### config.mk
export PLATFORM = sky130hd
export DESIGN_NAME = imem_loader_flat
export DESIGN_NICKNAME = d
export VERILOG_FILES = /design/src/rtl/imem_loader_if.sv /design/src/rtl/imem_loader.sv /design/src/flat_wrapper.sv
export SDC_FILE = /design/constraint.sdc
export NUM_CORES = 1
export LEC_CHECK = 0
export CORE_MARGIN = 10
export CORE_UTILIZATION = 50
export DETAILED_ROUTE_END_ITERATION = 10
export DONT_BUFFER_PORTS = 1
export PLACE_DENSITY = 0.65
export SLEW_MARGIN = 20
export SYNTH_ARGS = -nofsm -noshare
export SYNTH_HDL_FRONTEND = slang
export SYNTH_SLANG_ARGS = --single-unit
### constraint.sdc
create_clock -name clk -period 2.64 [get_ports clk]
set_input_delay 0.396 -clock clk [delete_from_list [all_inputs] [get_ports clk]]
set_output_delay 0.396 -clock clk [all_outputs]
set_load 0.02 [all_outputs]
### src/rtl/imem_loader_if.sv
// Host byte-stream link plus instruction-memory write port of the loader.
interface imem_loader_if #(
    parameter int INST_WIDTH = 32,
    parameter int ADDR_WIDTH = 16
);
    logic                  start;
    logic                  byte_valid;
    logic [7:0]            byte_data;
    logic                  byte_ready;
    logic                  wr_en;
    logic [ADDR_WIDTH-1:0] wr_addr;
    logic [INST_WIDTH-1:0] wr_data;
    logic                  busy;
    logic                  done;
    logic                  error;

    // Host side: drives the request and the byte stream, observes everything else.
    modport master (
        output start, byte_valid, byte_data,
        input  byte_ready, wr_en, wr_addr, wr_data, busy, done, error
    );

    // Loader side.
    modport slave (
        input  start, byte_valid, byte_data,
        output byte_ready, wr_en, wr_addr, wr_data, busy, done, error
    );
endinterface

### src/rtl/imem_loader.sv
// Instruction-memory loader: receives a 16-bit little-endian word count
// followed by little-endian instruction words over a byte stream and writes
// them to consecutive word addresses from 0, stalling the core while busy.
module imem_loader #(
    parameter int INST_WIDTH   = 32,
    parameter int ADDR_WIDTH   = 16,
    parameter int IMEMORY_SIZE = 1024
) (
    input logic          clk,
    input logic          reset,
    imem_loader_if.slave bus
);
    localparam int LANES  = INST_WIDTH / 8;
    localparam int LANE_W = (LANES > 1) ? $clog2(LANES) : 1;

    typedef enum logic [2:0] {
        IDLE,
        LEN_LO,
        LEN_HI,
        DATA,
        WRITE,
        DONE,
        ERROR
    } state_t;

    state_t                state;
    logic [LANE_W-1:0]     byte_cnt;
    logic [ADDR_WIDTH:0]   word_cnt;
    logic [15:0]           length;
    logic [ADDR_WIDTH-1:0] addr_q;
    logic [INST_WIDTH-1:0] data_q;
    logic                  done_q;
    logic                  error_q;

    logic                  ready;
    logic                  xfer;
    logic                  last_lane;
    logic [15:0]           new_length;
    logic [ADDR_WIDTH:0]   word_next;

    assign ready      = (state == LEN_LO) || (state == LEN_HI) || (state == DATA);
    assign xfer       = bus.byte_valid && ready;
    assign last_lane  = (32'(byte_cnt) == LANES - 1);
    assign new_length = {bus.byte_data, length[7:0]};
    assign word_next  = word_cnt + {{ADDR_WIDTH{1'b0}}, 1'b1};

    assign bus.byte_ready = ready;
    assign bus.busy       = ready || (state == WRITE);
    assign bus.wr_en      = (state == WRITE);
    assign bus.wr_addr    = addr_q;
    assign bus.wr_data    = data_q;
    assign bus.done       = done_q;
    assign bus.error      = error_q;

    // Load sequencer: header parse, byte-lane assembly and one write per word.
    always_ff @(posedge clk) begin
        if (reset) begin
            state    <= IDLE;
            byte_cnt <= '0;
            word_cnt <= '0;
            length   <= '0;
            addr_q   <= '0;
            data_q   <= '0;
            done_q   <= 1'b0;
            error_q  <= 1'b0;
        end else begin
            case (state)
                IDLE, DONE, ERROR: begin
                    if (bus.start) begin
                        state    <= LEN_LO;
                        done_q   <= 1'b0;
                        error_q  <= 1'b0;
                        word_cnt <= '0;
                        byte_cnt <= '0;
                    end
                end
                LEN_LO: begin
                    if (xfer) begin
                        length[7:0] <= bus.byte_data;
                        state       <= LEN_HI;
                    end
                end
                LEN_HI: begin
                    if (xfer) begin
                        length[15:8] <= bus.byte_data;
                        if (new_length == 16'd0) begin
                            state  <= DONE;
                            done_q <= 1'b1;
                        end else if (32'(new_length) > 32'(IMEMORY_SIZE)) begin
                            state   <= ERROR;
                            error_q <= 1'b1;
                        end else begin
                            state <= DATA;
                        end
                    end
                end
                DATA: begin
                    if (xfer) begin
                        data_q[{byte_cnt, 3'b000} +: 8] <= bus.byte_data;
                        if (last_lane) begin
                            byte_cnt <= '0;
                            addr_q   <= word_cnt[ADDR_WIDTH-1:0];
                            state    <= WRITE;
                        end else begin
                            byte_cnt <= byte_cnt + LANE_W'(1);
                        end
                    end
                end
                WRITE: begin
                    word_cnt <= word_next;
                    if (32'(word_next) == 32'(length)) begin
                        state  <= DONE;
                        done_q <= 1'b1;
                    end else begin
                        state <= DATA;
                    end
                end
                default: state <= IDLE;
            endcase
        end
    end
endmodule

### src/flat_wrapper.sv
// flat-port wrapper written by rule: the top's interface ports become plain ports
module imem_loader_flat 
#(
    parameter int INST_WIDTH   = 32,
    parameter int ADDR_WIDTH   = 16,
    parameter int IMEMORY_SIZE = 1024
)
  (clk, reset, bus_start, bus_byte_valid, bus_byte_data, bus_byte_ready, bus_wr_en, bus_wr_addr, bus_wr_data, bus_busy, bus_done, bus_error);
  imem_loader_if #(.INST_WIDTH(INST_WIDTH), .ADDR_WIDTH(ADDR_WIDTH)) bus_i ();
  input logic clk;
  input logic reset;
  input wire logic [$bits(bus_i.start)-1:0] bus_start;
  input wire logic [$bits(bus_i.byte_valid)-1:0] bus_byte_valid;
  input wire logic [$bits(bus_i.byte_data)-1:0] bus_byte_data;
  output wire logic [$bits(bus_i.byte_ready)-1:0] bus_byte_ready;
  output wire logic [$bits(bus_i.wr_en)-1:0] bus_wr_en;
  output wire logic [$bits(bus_i.wr_addr)-1:0] bus_wr_addr;
  output wire logic [$bits(bus_i.wr_data)-1:0] bus_wr_data;
  output wire logic [$bits(bus_i.busy)-1:0] bus_busy;
  output wire logic [$bits(bus_i.done)-1:0] bus_done;
  output wire logic [$bits(bus_i.error)-1:0] bus_error;
  assign bus_i.start = bus_start;
  assign bus_i.byte_valid = bus_byte_valid;
  assign bus_i.byte_data = bus_byte_data;
  assign bus_byte_ready = bus_i.byte_ready;
  assign bus_wr_en = bus_i.wr_en;
  assign bus_wr_addr = bus_i.wr_addr;
  assign bus_wr_data = bus_i.wr_data;
  assign bus_busy = bus_i.busy;
  assign bus_done = bus_i.done;
  assign bus_error = bus_i.error;
  imem_loader #(.INST_WIDTH(INST_WIDTH), .ADDR_WIDTH(ADDR_WIDTH), .IMEMORY_SIZE(IMEMORY_SIZE)) u_core (.clk(clk), .reset(reset), .bus(bus_i));
endmodule
==> PnR_summary.wiki <==
{| class="wikitable"
! Metric !! Value
|-
| Max Fanout on Critical Path || 7
|-
| CTS tree || yes
|-
| Post-placement setup slack || 225 ps
|-
| Boundary Pins || 65
|-
| Final antenna-violating net count || 0
|-
| Flop and latch count out of synthesis || 88
|-
| Dominant cell type by area after synthesis || dfxtp_1
|-
| Family with the most delay on the worst path || simple AND/OR/NAND/NOR gates
|-
| Fraction of the mapped netlist area in compound gates || 0.188
|-
| GRT overflow || 0
|-
| Clock buffers created by TritonCTS || 9
|-
| Synth top area share || 0.398
|-
| Net count of the finished layout || 573
|-
| Max transition margin || 0.623
|-
| Count of fill cells added during filler insertion || 841
|-
| Pin count of the biggest net entering global routing || 87
|-
| Internal power summed over all cells || 1.83 mW
|-
| Power density normalized to cell area || 544 nW/um^2
|-
| Post-CTS setup buffer count || 0
|-
| Synth Area in XOR/XNOR || 0.0395
|-
| Aggregate routed wire length || 12.0 mm
|-
| DRC violation count after routing || 0
|-
| Synthesis Warnings || 0
|-
| Count of maximum capacitance violations || 0
|-
| Simple-gate portion of the synthesized area || 0.275
|-
| Crit path buf inv count || 1
|-
| Violation count after the first detailed-route iteration || 302
|-
| Combinational family with the most area after synthesis || simple AND/OR/NAND/NOR gates
|-
| Leading cell types in the layout, fill and taps excluded || nand2_1 (100), dfxtp_1 (88), a21oi_1 (82), nand3_1 (46), nor2_1 (28)
|-
| Number of hold-slack violations in the final timing report || 0
|-
| Final estimated routing congestion in global placement || 0.874
|-
| Total placed cells including tap cells || 651
|-
| RSZ-0062 raised after global routing || false
|-
| Worst hold margin || 98.1 ps
|-
| Launching point of the worst reg2reg path || u_core.word_cnt[1]$_SDFFE_PP0P_
|-
| Number of synthesized flops with an enable pin || 0
|-
| Number of antenna violations at the first check in global routing || 0
|-
| Via count of the first global-routing pass || 3667
|-
| Post-synthesis sequential area ratio || 0.398
|-
| Ratio of routed vias to standard cells || 5.95
|-
| Source-to-sink clock delay at the later pin of the worst-skew pair || 370 ps
|-
| Portion of netlist area occupied by mux cells || 0.0203
|-
| Count of antenna diodes in the layout || 0
|-
| Portion of total power attributed to the clock network || 0.362
|-
| Worst reg2reg path depth || 8
|-
| Leakage || 1.55 nW
|-
| Number of unique standard cell types used by synthesis || 60
|-
| Maximum resistive drop on vdd || 0.265 mV
|-
| Switch share || 0.286
|-
| Startpoint of the worst hold path || reset
|-
| Type of the most critical hold path || in -> reg
|-
| Detailed Place HPWL || 8.41 mm
|-
| Number of nets in the synthesized netlist || 581
|-
| Starting utilization of the core area || 0.511
|-
| Asr flop ratio synth || 0
|-
| Vias || 3967
|-
| Terminating pin of the worst hold path || u_core.bus.wr_data[19]$_SDFFE_PP0P_
|-
| Max-slew violation total from the final report || 0
|-
| Crit path kind || reg -> reg
|-
| Accumulated negative setup slack || 0 ps
|-
| Result of the run || complete, no violations
|-
| Leading register cell type out of synthesis || dfxtp_1
|-
| Clock input transition at the sequential cells of the worst setup and hold paths || 100 ps
|-
| Comb power frac || 0.100
|-
| Overall die area || 13000 sq um
|-
| F_max || 0.413 GHz
|-
| Detailed-route wire length per cell || 18.0 um
|-
| Power, Total || 2.57 mW
|-
| Final min period || 2420 ps
|-
| Area contributors post-synth || dfxtp_1 (40%), a21oi_1 (9.3%), nand2_1 (8.5%)
|-
| Area added between synthesis and finish || 6.41%
|-
| RR Endpoint || u_core.state[1]$_SDFFE_PP0P_
|-
| Type of destination of the critical path || flip-flop
|-
| Sinks on Clock Net || 88
|-
| Synth Instances || 562
|-
| Vert. Die Dim || 114 um
|-
| Root buffer cell || clkbuf_8
|-
| Worst hold path depth || 1
|-
| Area share of fa/ha/maj cells after synthesis || 0.0198
|-
| Worst slew pin tran || 565 ps
|-
| CP startpoint kind || flip-flop
|-
| Data required, critical path || 2900 ps
|-
| Clock tree buffer depth || 2
|-
| Register-to-register setup slack || 220 ps
|-
| Average instance area after synthesis || 7.88 sq um
|-
| Most common cell after layout, fill and taps aside || nand2_1
|-
| Arrival time at the worst endpoint || 2680 ps
|-
| Total setup violations reported at the end of the flow || 0
|-
| Setup skew after layout || 12.2 ps
|-
| Number of input and output port buffers inserted || 0
|-
| Period utilization || 0.917
|-
| Cell chain of the critical path || ha_1 > nand4_1 > buf_4 > nor4_1 > a32oi_1 > a2111oi_2 > nand4_2 > a31o_1
|-
| Total number of placement rows || 34
|-
| Sequential fraction of design power || 0.538
|-
| Standard cell with the maximum stage delay on the critical path || dfxtp_1
|-
| CTS H-tree lvls || 3
|-
| Global-route wire length before repair || 19.7 mm
|-
| Mapped Area || 4430 sq um
|-
| Cell Count, Final, Fillers Out || 667
|-
| Die width || 114 um
|-
| Number of detailed-routing iterations run before antenna repair || 4
|-
| Power spent charging and discharging nets || 734 uW
|-
| Area of the core || 8680 sq um
|-
| Crit path setup slack, layout || 220 ps
|-
| Critical path's largest stage delay || 430 ps
|-
| Overall Global Routing Usage || 0.183
|-
| Fraction of layout instances using a drive strength above 1 || 0.102
|}
-- synth_stat cells, drive strengths merged, types with 9 or more instances --
library cell,n
mux2i,9
inv,10
nor2,28
dfxtp,88
buf,15
xnor2,13
clkbuf,26
o21ai,21
a21oi,83
and2,10
nand3,46
nand2,100
-- how the worst max path moves through the flow --
| stage | slack [ps] | startpoint | to | depth (start not counted) |
|---|---|---|---|---|
| floorplan | 400 | u_core.word_cnt[0]$_SDFFE_PP0P_ | u_core.state[1]$_SDFFE_PP0P_ | 7 |
| finish | 220 | u_core.word_cnt[1]$_SDFFE_PP0P_ | u_core.state[1]$_SDFFE_PP0P_ | 8 |
| CTS | 220 | u_core.word_cnt[6]$_SDFFE_PP0P_ | u_core.state[1]$_SDFFE_PP0P_ | 6 |
| global route | 20 | u_core.word_cnt[1]$_SDFFE_PP0P_ | u_core.state[1]$_SDFFE_PP0P_ | 8 |
| global placement | 290 | u_core.word_cnt[1]$_SDFFE_PP0P_ | u_core.state[1]$_SDFFE_PP0P_ | 8 |
| detailed placement | 230 | u_core.word_cnt[6]$_SDFFE_PP0P_ | u_core.state[1]$_SDFFE_PP0P_ | 6 |
-- registers in the layout (all words and copies together), names as in the netlist --
register and count:
u_core.bus.wr_data 32, u_core.word_cnt 17, u_core.bus.wr_addr 16, u_core.length 16, u_core.state 3, u_core.byte_cnt 2, u_core.bus.done 1, u_core.bus.error 1
-- cell type report --
class,count,area [sq um],area share
Sequential cell,88,1760,0.374
Clock inverter,7,73.8,0.0157
Multi-Input combinational cell,422,2410,0.512
Timing Repair Buffer,22,165,0.0350
Clock buffer,9,124,0.0263
Tap cell,108,135,0.0287
Inverter,11,41.3,0.00876
-- power by group through the flow --
stage / Combinational (mW) / Clock, mW / Sequential (mW)
after detailed placement: 0.255 / 0 / 1.41
after global routing: 0.286 / 1.02 / 1.38
after floorplan: 0.230 / 0 / 1.40
after CTS: 0.256 / 0.948 / 1.38
after global placement: 0.253 / 0 / 1.41
final: 0.257 / 0.929 / 1.38
-- timing repair --
action,4_1_cts,5_1_grt
resized for setup,0,2
hold buffers,0,0
endpoints found under the setup margin,0,1
-- cell families (layout without fill, tap and decap cells) --
logic type / after synthesis / in the layout
AND/OR/NAND/NOR: 246 / 246
multiplexers: 9 / 9
XOR/XNOR: 20 / 20
AO/OA/AOI/OAI: 140 / 140
flip-flops: 88 / 88
buffers and inverters: 52 / 49
adder cells (fa/ha/maj): 7 / 7
-- through the flow --
stage,cell area (sq um),util
final,4710,0.543
after global routing,4710,0.543
after floorplan,4430,-
after CTS,4710,0.542
after global placement,4510,0.520
after detailed placement,4510,0.520
-- metal layers --
| metal | up-vias | wire [um] | global-route usage |
|---|---|---|---|
| met5 | - | 0 | 0 |
| met2 | 129 | 5800 | 0.297 |
| li1 | 1961 | - | - |
| met1 | 1866 | 5110 | 0.228 |
| met4 | 0 | 136 | 0.0543 |
| met3 | 11 | 964 | 0.0529 |
Power figures use the tool's default switching activity.
